$ cat src/rtl/life_grid_scan.sv
// Game-of-life board engine: scans the visible board cell by cell, one cell per cycle, through an external rule cell.
// Define LIFE_TORUS_EN for a toroidal board; by default, neighbours off the edge read as 0.
module life_grid_scan #(
    parameter int COLS = 8,
    parameter int ROWS = 8
) (
    input  logic                          clk,
    input  logic                          rst_n,
    input  logic                          load_en,
    input  logic [$clog2(ROWS*COLS)-1:0]  load_addr,
    input  logic                          load_data,
    input  logic                          start,
    input  logic [7:0]                    gens,
    output logic                          busy,
    output logic                          done,
    output logic [15:0]                   gen_count,
    output logic                          cell_valid,
    output logic                          cell_self,
    output logic [7:0]                    cell_n,
    input  logic                          cell_next,
    input  logic [$clog2(ROWS*COLS)-1:0]  rd_addr,
    output logic                          rd_data
);
    localparam int N  = ROWS * COLS;
    localparam int AW = $clog2(N);
    localparam int RW = $clog2(ROWS);
    localparam int CW = $clog2(COLS);
    localparam logic [AW:0]   N_EXT    = (AW+1)'(N);
    localparam logic [AW-1:0] LAST     = AW'(N - 1);
    localparam logic [CW-1:0] COL_LAST = CW'(COLS - 1);

    typedef enum logic [1:0] {IDLE, SCAN, COMMIT, FIN} state_t;

    state_t        state_q, state_d;
    logic [N-1:0]  cur, nxt;
    logic [AW-1:0] idx;
    logic [RW-1:0] row;
    logic [CW-1:0] col;
    logic [7:0]    remaining;
    logic          load_ok;

    // Neighbour window in NW,N,NE,W,E,SW,S,SE order; row/col counters avoid dividing idx.
    function automatic logic [7:0] window(input logic [N-1:0] b, input int r, input int c);
        logic [7:0] w;
        int dr, dc, nr, nc;
        w = '0;
        for (int k = 0; k < 8; k++) begin
            case (k)
                0, 1, 2: dr = -1;
                3, 4:    dr = 0;
                default: dr = 1;
            endcase
            case (k)
                0, 3, 5: dc = -1;
                1, 6:    dc = 0;
                default: dc = 1;
            endcase
            nr = r + dr;
            nc = c + dc;
`ifdef LIFE_TORUS_EN
            nr = (nr + ROWS) % ROWS;
            nc = (nc + COLS) % COLS;
            w[3'(k)] = b[AW'(nr * COLS + nc)];
`else
            if (nr >= 0 && nr < ROWS && nc >= 0 && nc < COLS)
                w[3'(k)] = b[AW'(nr * COLS + nc)];
`endif
        end
        return w;
    endfunction

    assign load_ok = ({1'b0, load_addr} < N_EXT);
    assign rd_data = ({1'b0, rd_addr} < N_EXT) ? cur[rd_addr] : 1'b0;

    always_ff @(posedge clk or negedge rst_n) begin
        if (!rst_n) state_q <= IDLE;
        else        state_q <= state_d;
    end

    always_comb begin
        state_d    = state_q;
        busy       = 1'b1;
        done       = 1'b0;
        cell_valid = 1'b0;
        cell_self  = 1'b0;
        cell_n     = '0;
        case (state_q)
            IDLE: begin
                busy = 1'b0;
                if (start) state_d = (gens != 8'd0) ? SCAN : FIN;
            end
            SCAN: begin
                cell_valid = 1'b1;
                cell_self  = cur[idx];
                cell_n     = window(cur, int'(row), int'(col));
                if (idx == LAST) state_d = COMMIT;
            end
            COMMIT: state_d = (remaining == 8'd1) ? FIN : SCAN;
            FIN: begin
                done    = 1'b1;
                state_d = IDLE;
            end
            default: state_d = IDLE;
        endcase
    end

    // cur stays frozen while scanning; nxt collects results until the commit swaps them in.
    always_ff @(posedge clk or negedge rst_n) begin
        if (!rst_n) begin
            cur       <= '0;
            nxt       <= '0;
            idx       <= '0;
            row       <= '0;
            col       <= '0;
            remaining <= '0;
            gen_count <= '0;
        end else begin
            case (state_q)
                IDLE: begin
                    if (load_en && load_ok) cur[load_addr] <= load_data;
                    if (start && gens != 8'd0) begin
                        remaining <= gens;
                        idx       <= '0;
                        row       <= '0;
                        col       <= '0;
                    end
                end
                SCAN: begin
                    nxt[idx] <= cell_next;
                    if (idx == LAST) begin
                        idx <= '0;
                        row <= '0;
                        col <= '0;
                    end else begin
                        idx <= idx + 1'b1;
                        if (col == COL_LAST) begin
                            col <= '0;
                            row <= row + 1'b1;
                        end else begin
                            col <= col + 1'b1;
                        end
                    end
                end
                COMMIT: begin
                    cur       <= nxt;
                    gen_count <= gen_count + 16'd1;
                    remaining <= remaining - 8'd1;
                end
                default: ;
            endcase
        end
    end
endmodule

$ cat config.mk
export PLATFORM = sky130hd
export DESIGN_NAME = life_grid_scan
export DESIGN_NICKNAME = d
export VERILOG_FILES = /design/src/rtl/life_grid_scan.sv
export SDC_FILE = /design/constraint.sdc
export NUM_CORES = 1
export LEC_CHECK = 0
export BUFFER_PORTS_ARGS = -buffer_cell sky130_fd_sc_hd__buf_2
export CAP_MARGIN = 20
export CORE_MARGIN = 2
export CORE_UTILIZATION = 33
export DETAILED_ROUTE_END_ITERATION = 16
export PLACE_DENSITY_LB_ADDON = 0.1
export SKIP_CTS_REPAIR_TIMING = 1
export SLEW_MARGIN = 40
export SYNTH_ARGS = -nofsm -noshare
export SYNTH_HDL_FRONTEND = slang
export SYNTH_SLANG_ARGS = --single-unit
$ cat constraint.sdc
create_clock -name clk -period 3.6 [get_ports clk]
set_input_delay 0.36 -clock clk [delete_from_list [all_inputs] [get_ports clk]]
set_output_delay 0.36 -clock clk [all_outputs]
set_load 0.005 [all_outputs]
== Word-level counts from Yosys, hierarchy flattened ==
Cells that the tools add are included.

* Magnitude comparators: 19
* Reduce and logical (&&, ||, !) cells: 22
* Equal/unequal tests: 11
* Muxes and demuxes: 53
* $add $sub $neg: 14

{| class="wikitable"
|+ Operators with widths
! kind !! count
|-
| $add A4 B32 Y32 || 5
|-
| $ge A32 B1 Y1 const B || 5
|-
| $lt A32 B5 Y1 const B || 5
|-
| $bwmux W64 || 2
|-
| $pmux W64 S2 || 1
|-
| $mux W32 || 3
|-
| $mux W64 || 1
|-
| $bmux W1 S6 || 6
|-
| $lt A6 B8 Y1 const B || 4
|-
| $add A6 B6 Y6 || 4
|-
| $lt A6 B7 Y1 const B || 3
|-
| $mux W1 || 20
|-
| $add A16 B1 Y16 const B || 1
|-
| $pmux W8 S2 || 1
|-
| $mux W3 || 5
|-
| $logic_and A1 B1 Y1 || 13
|-
| $demux W1 S6 || 2
|-
| $ge A6 B1 Y1 const B || 2
|-
| $mux W6 || 2
|-
| $pmux W3 S2 || 2
|-
| $pmux W6 S2 || 1
|-
| $eq A8 B1 Y1 const B || 1
|-
| $mux W2 || 4
|-
| $mux W8 || 1
|-
| 16 further kinds || 25
|}

* Input bits: 26
* Register bits after elaboration: 166
* Output and inout bits: 29

== Depth between registers and ports, before layout ==
Gate-level depths: netlist (run 1).

* Word-level depth: 9
* Gate-level depth with buffers: 14
* Depth with buffers taken out: 9

== Least setup slack after synthesis (run 1) ==
Ideal clock, no wire load.

* Path kind: reg2out
* Start point: register col[0]
* End point: output cell_n[0]
* Data arrival time: 3169 ps
* Data required time: 3240 ps
* Setup slack: 71 ps
* Stages on the path, launching flop included: 14
* Buffers on the path: 6
* Cell sequence: dfrtp_1 -> buf_6 -> buf_12 -> buf_12 -> buf_2 -> inv_1 -> ha_1 -> ha_1 -> clkbuf_1 -> clkbuf_1 -> mux4_2 -> mux4_2 -> o2111ai_1 -> o21ai_1

* Cells in the longest elaborated chain, start to end: 7

{| class="wikitable"
|+ RTL lines
! element !! RTL line !! RTL
|-
| start: declaration || 38 || <nowiki>logic [CW-1:0] col;</nowiki>
|-
| start signal: assignment || 140 || <nowiki>col <= col + 1'b1;</nowiki>
|-
| $add A4 B32 Y32 * || - ||
|-
| $add A6 B6 Y6 || 66 || <nowiki>w[3'(k)] = b[AW'(nr * COLS + nc)];</nowiki>
|-
| $bmux W1 S6 || 66 ||
|-
| $mux W1 (implied by the code) (2 in a row) || 66 ||
|-
| $mux W1 * || 65 || <nowiki>if (nr >= 0 && nr < ROWS && nc >= 0 && nc < COLS)</nowiki>
|-
| $mux W4 * || 87 || <nowiki>case (state_q)</nowiki>
|-
| end: declaration || 19 || <nowiki>output logic [7:0] cell_n,</nowiki>
|}

Every way passes the cells marked *; elsewhere a longest branch is shown, timed or not. The select of a mux whose other input is x is not followed.

== Worst setup path in the final report (run 1) ==
* Start point: register col[0]
* End point: output cell_n[3]

The elaborated chain is that of the path after synthesis.

==> flow_summary_export.csv, run 1 <==
group,metric,value,unit
status,status,"completed",
worst_hold_path,hold_path.class,"input port to register",
placement,hpwl,25700,microns
routing,vias,8708,
worst_setup_path,rr_worst_depth,4,
worst_setup_path,path_class,"register to output pin",
routing,drc,0,
timing,rsz0062_at_grt,"false",
die,fp-row-count,67,
routing,drtPass1Iterations,5,
timing,fin_setup_tns,0,ns
pwr,leakagePower,5.22,nW
worst_setup_path,r2r_slack,0.91,ns
global_routing,grt_max_degree,134,
pwr,p_switching,4.04,mW
finish,area_delta_synth_final,12.0,%
cts,cts.sinks,166,
cts,cts_buffers,17,
pwr,power.density,783,nW/um^2
pwr,p_sw_frac,0.412,
die,fp.coreArea,33400,sq um
cts,clockRootBuffer,"clkbuf_16",
finish,multi_input_area,6580,sq um
timing,skew,0.0125,ns
cts,clockBufferDepth,2,
cts,cts.reportedPaths.clkPinSlew,0.06,ns
die,ioPinCount,55,
cts,h-tree-depth,4,
timing,max-slew-margin-rel,0.452,
worst_setup_path,crit_path_end_kind,"output pin",
synth,async_flop_share,1.00,
finish,drive_above_1_share,0.233,
timing,final-setup-viol-count,0,
timing,hold_violations,0,
cts,tritoncts,"done",
global_routing,grt_pass1_wl,56400,microns
worst_setup_path,crit_path_end,"cell_n[3]",
worst_setup_path,cp-start-kind,"register",
pwr,internal_power,5.77,mW
routing,routed_wl,36500,microns
timing,worst_pin_slew,0.817,ns
global_routing,grt_pass1_vias,8732,
finish,fillerInstances,3333,
synth,syn_inst,1089,
flow_run,max_cap_viol_count,0,
die,die-area,35400,sq um
worst_setup_path,cp_slowest_stage_delay,0.49,ns
pwr,pwr-share-seq,0.349,
finish,seqCellArea,4160,sq um
global_routing,grt_overflow,0,
routing,drtAntennaViolNets,0,
routing,wl_per_cell,23.3,microns
synth,synth_ff_type,"dfrtp_1",
timing,max_freq,0.301,GHz
placement,port_buffers,50,
synth,synth_edf_count,0,
routing,drt-vias-per-instance,5.55,
worst_setup_path,cp.arrival,2.96,ns
synth,synth-seq-cells,166,
die,die_width,188,microns
routing,drtIter0Drc,701,
finish,diodes,0,
pwr,combPwrFrac,0.447,
synth,synth_top_cell_by_area,"dfrtp_1",
worst_setup_path,r2r_end,"nxt[11]",
global_routing,track_usage,0.212,
worst_setup_path,r2r_start,"idx[1]",
placement,gp_congestion,0.837,
cts,clk_latency,0.43,ns
worst_setup_path,cp_slowest_cell,"mux4_2",
timing,fin_crit_sh,0.923,
worst_setup_path,cp_cell_sequence,"inv_1, ha_1, ha_1, buf_4, mux4_2, mux4_2, o211ai_1, a21oi_1, buf_2",
synth,yosysTopAreaCellShare,0.371,
die,start_util,0.334,
synth,netlist-cell-type-count,66,
finish,nNetsFinal,1149,
global_routing,antenna_found_initial,0,
die,die_y,188,microns
synth,netlist_area,11200,sq um
timing,slew_violations,0,
worst_setup_path,path_max_fanout,16,
synth,synth.avg_cell_area,10.3,sq um
worst_setup_path,cp_data_required_time,3.24,ns
finish,utilization,0.375,
timing,min_period,3.32,ns
synth,synthTopCellsByArea,"dfrtp_1 (37%), mux4_2 (13%), mux2i_1 (7.8%)",
synth,synth_seq_area_share,0.371,
pwr,ir_drop,0.355,mV
worst_hold_path,hold_start,"gens[0]",
pwr,power_frac_clock,0.203,
worst_setup_path,critPathLaunch,"col[0]",
synth,yosys_warnings,0,
## per-stage QoR
stage                     hold slack (ns)  power [mW]  worst slack (ns)  instances  instance area, sq um
after detailed placement            0.382        7.82             0.614       1536                 11900
after CTS                         -0.0800        9.84             0.134       1568                 12500
after floorplan                    0.0644        6.32            0.0712       1092                 11200
after global placement              0.384        7.81             0.708       1536                 11900
final                               0.185        9.81             0.276       1569                 12500
after global routing                0.173        10.4           0.00827       1569                 12500
## layout make-up
class / instances / area share
clock inverter: 11 / 0.0136
timing repair buffer: 80 / 0.0407
clock buffer: 21 / 0.0368
multi-input combinational: 820 / 0.525
inverter: 23 / 0.00689
sequential: 166 / 0.332
tap: 448 / 0.0447
## how the worst min path moves through the flow
stage / endpoint / slack, ns / cells after the start
2_1_floorplan: col[0] / 0.06 / 0
6_report: remaining[0] / 0.18 / 2
3_5_place_dp: nxt[22] / 0.38 / 1
3_3_place_gp: nxt[22] / 0.38 / 1
4_1_cts: nxt[22] / -0.08 / 1
5_1_grt: remaining[0] / 0.17 / 2
## critical path: cells and delay by family (launching register included)
family	cells	cell delay, ns
mux	2	0.88
buf+inv	3	0.48
fa+ha+maj	2	0.48
flops	1	0.40
compound gates	2	0.29
## power groups by stage
stage                     clock [mW]  combinational [mW]  sequential, mW
after floorplan                    0                3.48            2.84
after global placement             0                4.41            3.41
after detailed placement           0                4.41            3.41
after CTS                       2.04                4.42            3.38
after global routing            2.12                4.83            3.48
final                           1.99                4.39            3.43
## cell usage in the layout (no fill, tap or decap), types with 5 or more instances in the layout
cell type    n
a211oi_1     6
a21oi_1     22
a221oi_1     5
a22o_1       8
a22oi_1      5
a31oi_1      6
and2_1       5
and3_1       6
buf_2       49
buf_4       27
clkbuf_16   17
dfrtp_1    162
ha_1        13
inv_1       22
mux2_1       7
mux2_2      70
mux2i_1     87
mux4_1       8
mux4_2      67
nand2_1    158
nand3_1     19
nand3b_1     8
nand4_1     10
nor2_1     107
nor2b_1     10
nor3_1      12
o21ai_0     80
o21ai_1     10
o22ai_1      7
or3_1        6
xnor2_1     14
xor2_1       5
## cell usage after synthesis, types with 3 or more instances
cell type / number
a31oi_1: 6
buf_4: 5
ha_1: 13
nor3b_1: 4
o21ai_1: 10
a21oi_1: 22
and3_1: 6
nand2b_1: 4
o21ai_0: 80
a221oi_1: 5
nor2b_1: 11
mux4_1: 8
mux2_1: 7
nor2_1: 107
clkbuf_1: 54
nand3b_1: 8
nand4_1: 10
buf_1: 9
a22oi_1: 5
inv_1: 22
nand3_1: 19
mux2_2: 70
dfrtp_1: 166
and3b_1: 4
mux4_2: 67
and2_1: 5
a221o_1: 3
or3_1: 6
nand2_1: 158
xor2_1: 5
buf_6: 3
a22o_1: 8
xnor2_1: 14
nor3_1: 12
buf_2: 10
or3b_2: 3
o22ai_1: 7
mux2i_1: 87
a211oi_1: 6
## registers in the layout, summed over array words and instances, names as in the netlist
signal	flops
col	3
nxt	64
state_q	2
idx	6
row	3
gen_count	16
remaining	8
cur	64
## kinds of logic after synthesis
group | count (synthesis) | synth area share
other | 1 | 0.000335
multiplexers | 239 | 0.309
buffers and inverters | 106 | 0.0433
AO/OA/AOI/OAI | 171 | 0.0920
adder cells (fa/ha/maj) | 15 | 0.0181
AND/OR/NAND/NOR | 372 | 0.151
XOR/XNOR | 19 | 0.0149
flip-flops | 166 | 0.371
## metal layers
| metal | vias to the layer above | share of wire | global-route usage |
|---|---|---|---|
| met3 | 31 | 0.054 | 0.0384 |
| met4 | 0 | 0.017 | 0.0515 |
| met2 | 275 | 0.45 | 0.327 |
| met5 | - | 0 | 0 |
| li1 | 4005 | - | - |
| met1 | 4397 | 0.48 | 0.308 |
(Power assumes the default switching activity.)
==> run 2: changes to the inputs <==
CORE_ASPECT_RATIO = 1.1   (was default)
CORE_MARGIN = 8   (was 2)
clock period = 3.45 ns   (was 3.6 ns; I/O delays follow)
==> run 2 against run 1 <==
  * Power up 4.4%
  * Worst setup slack worse by 0.12 ns
  * Global-route usage fell by 2.0 points
  * Clock-buffer cell count did not move
  * Clock skew down 0.0024 ns
  * Via count grew 1.3%
  * Utilization is 0.19 points higher
  * Die area is 13% higher
  * Sequential cell count did not move
  * First-iteration DRC count increased by 10%
  * Cell count down 0.76%
  * Sequential power rose by 3%
==> flow_summary_export.csv, run 2 (synthesis gave the netlist of run 1 again) <==
group,metric,value,unit
cts,h-tree-depth,4,
placement,gp_congestion,0.835,
finish,seqCellArea,4160,sq um
global_routing,grt_pass1_wl,58100,microns
timing,skew,0.0101,ns
worst_hold_path,hold_start,"gens[0]",
timing,fin_crit_sh,0.955,
cts,clockRootBuffer,"clkbuf_16",
timing,final-setup-viol-count,0,
cts,clk_latency,0.44,ns
pwr,p_switching,4.34,mW
cts,cts_buffers,17,
pwr,p_sw_frac,0.424,
routing,drt-vias-per-instance,5.66,
pwr,power_frac_clock,0.190,
cts,tritoncts,"done",
pwr,ir_drop,0.405,mV
routing,vias,8818,
die,die-area,40100,sq um
global_routing,antenna_found_initial,0,
routing,wl_per_cell,24.1,microns
finish,final_common_cell,"dfrtp_1",
finish,largestRegisters,"cur: 64 flops, nxt: 64 flops, gen_count: 16 flops",
timing,min_period,3.29,ns
finish,fillerInstances,3347,
die,fp.coreArea,33400,sq um
worst_hold_path,hold_path.class,"input port to register",
placement,hpwl,26200,microns
die,fp-row-count,70,
pwr,power.density,815,nW/um^2
placement,port_buffers,50,
die,die_y,209,microns
flow_run,max_cap_viol_count,0,
status,status,"completed",
worst_setup_path,cp_data_required_time,3.11,ns
timing,worst_pin_slew,0.768,ns
finish,nNetsFinal,1153,
timing,rsz0062_at_grt,"true",
placement,dp_slack,0.534,ns
worst_setup_path,critPathLaunch,"col[0]",
timing,max_freq,0.303,GHz
routing,drtPass1Iterations,8,
finish,diodes,0,
global_routing,grt_overflow,0,
global_routing,grt_pass1_vias,9012,
worst_setup_path,crit_path_end_kind,"output pin",
cts,cts.sinks,166,
cts,cts.reportedPaths.clkPinSlew,0.07,ns
routing,drtAntennaViolNets,0,
timing,layout_setup_ws,0.155,ns
finish,design_area,12600,sq um
timing,slew_violations,0,
worst_setup_path,path_max_fanout,16,
timing,hold_violations,0,
timing,fin_setup_tns,0,ns
finish,mostFrequentLayoutCells,"dfrtp_1 (165), nand2_1 (158), nor2_1 (107)",
finish,drive_above_1_share,0.239,
timing,max-slew-margin-rel,0.484,
cts,clockBufferDepth,2,
worst_setup_path,r2r_start,"idx[2]",
global_routing,grt_max_degree,134,
pwr,combPwrFrac,0.464,
pwr,leakagePower,5.24,nW
finish,multi_input_area,6590,sq um
finish,area_delta_synth_final,12.3,%
routing,routed_wl,37500,microns
placement,place_area,11900,sq um
global_routing,track_usage,0.192,
routing,drc,0,
routing,drtIter0Drc,774,
worst_setup_path,path_class,"register to output pin",
pwr,pwr-share-seq,0.346,
finish,utilization,0.376,
die,die_width,192,microns
pwr,internal_power,5.90,mW
worst_setup_path,cp.arrival,2.95,ns
die,ioPinCount,55,
worst_setup_path,cp-start-kind,"register",
die,start_util,0.335,
-- run 2: worst max-delay path: stages (launching register included) --
cell and delay [ns]:
dfrtp_2 0.42, inv_1 0.12, ha_1 0.22, ha_1 0.28, buf_6 0.19, mux4_2 0.33
mux4_2 0.49, o2111ai_1 0.21, o21ai_1 0.09, buf_2 0.13
-- run 2: path summary, 6_finish.rpt --
check	to	depth (start not counted)	slack (ns)
worst min register to register	gen_count[15]	1	0.47
min in group asynchronous	cur[4]	2	0.49
worst max register to register	nxt[14]	5	0.96
worst min-delay path	remaining[0]	2	0.15
max in group asynchronous	col[0]	3	2.15
worst max-delay path	cell_n[0]	9	0.16
-- run 2: power groups by stage --
stage	logic, mW	clock network, mW	registers [mW]
global route	5.19	2.08	3.62
global placement	4.69	0	3.55
detailed placement	4.70	0	3.54
finish	4.75	1.95	3.54
CTS	4.71	2.00	3.50
floorplan	3.63	0	2.96
-- run 2: area by class of cell --
type	count	area share
inverters	23	0.00687
well taps	432	0.0430
clock buffers	21	0.0383
multi-input cells	820	0.525
flip-flops and latches	166	0.331
clock inverters	11	0.00916
repair buffers	84	0.0469
-- run 2: stage by stage --
stage,std cells,power (mW),hold slack (ns)
2_1_floorplan,1092,6.60,0.0494
3_3_place_gp,1524,8.24,0.417
3_5_place_dp,1524,8.23,0.409
4_1_cts,1556,10.2,-0.0696
5_1_grt,1557,10.9,0.159
6_report,1557,10.2,0.153
-- run 2: layer usage --
| layer | up-vias | wire length (microns) | part of all wire | GRT usage |
|---|---|---|---|---|
| li1 | 4010 | - | - | - |
| met3 | 58 | 2390 | 0.064 | 0.0348 |
| met1 | 4419 | 16800 | 0.45 | 0.264 |
| met4 | 0 | 1030 | 0.028 | 0.0717 |
| met5 | - | 0 | 0 | 0 |
| met2 | 331 | 17300 | 0.46 | 0.297 |
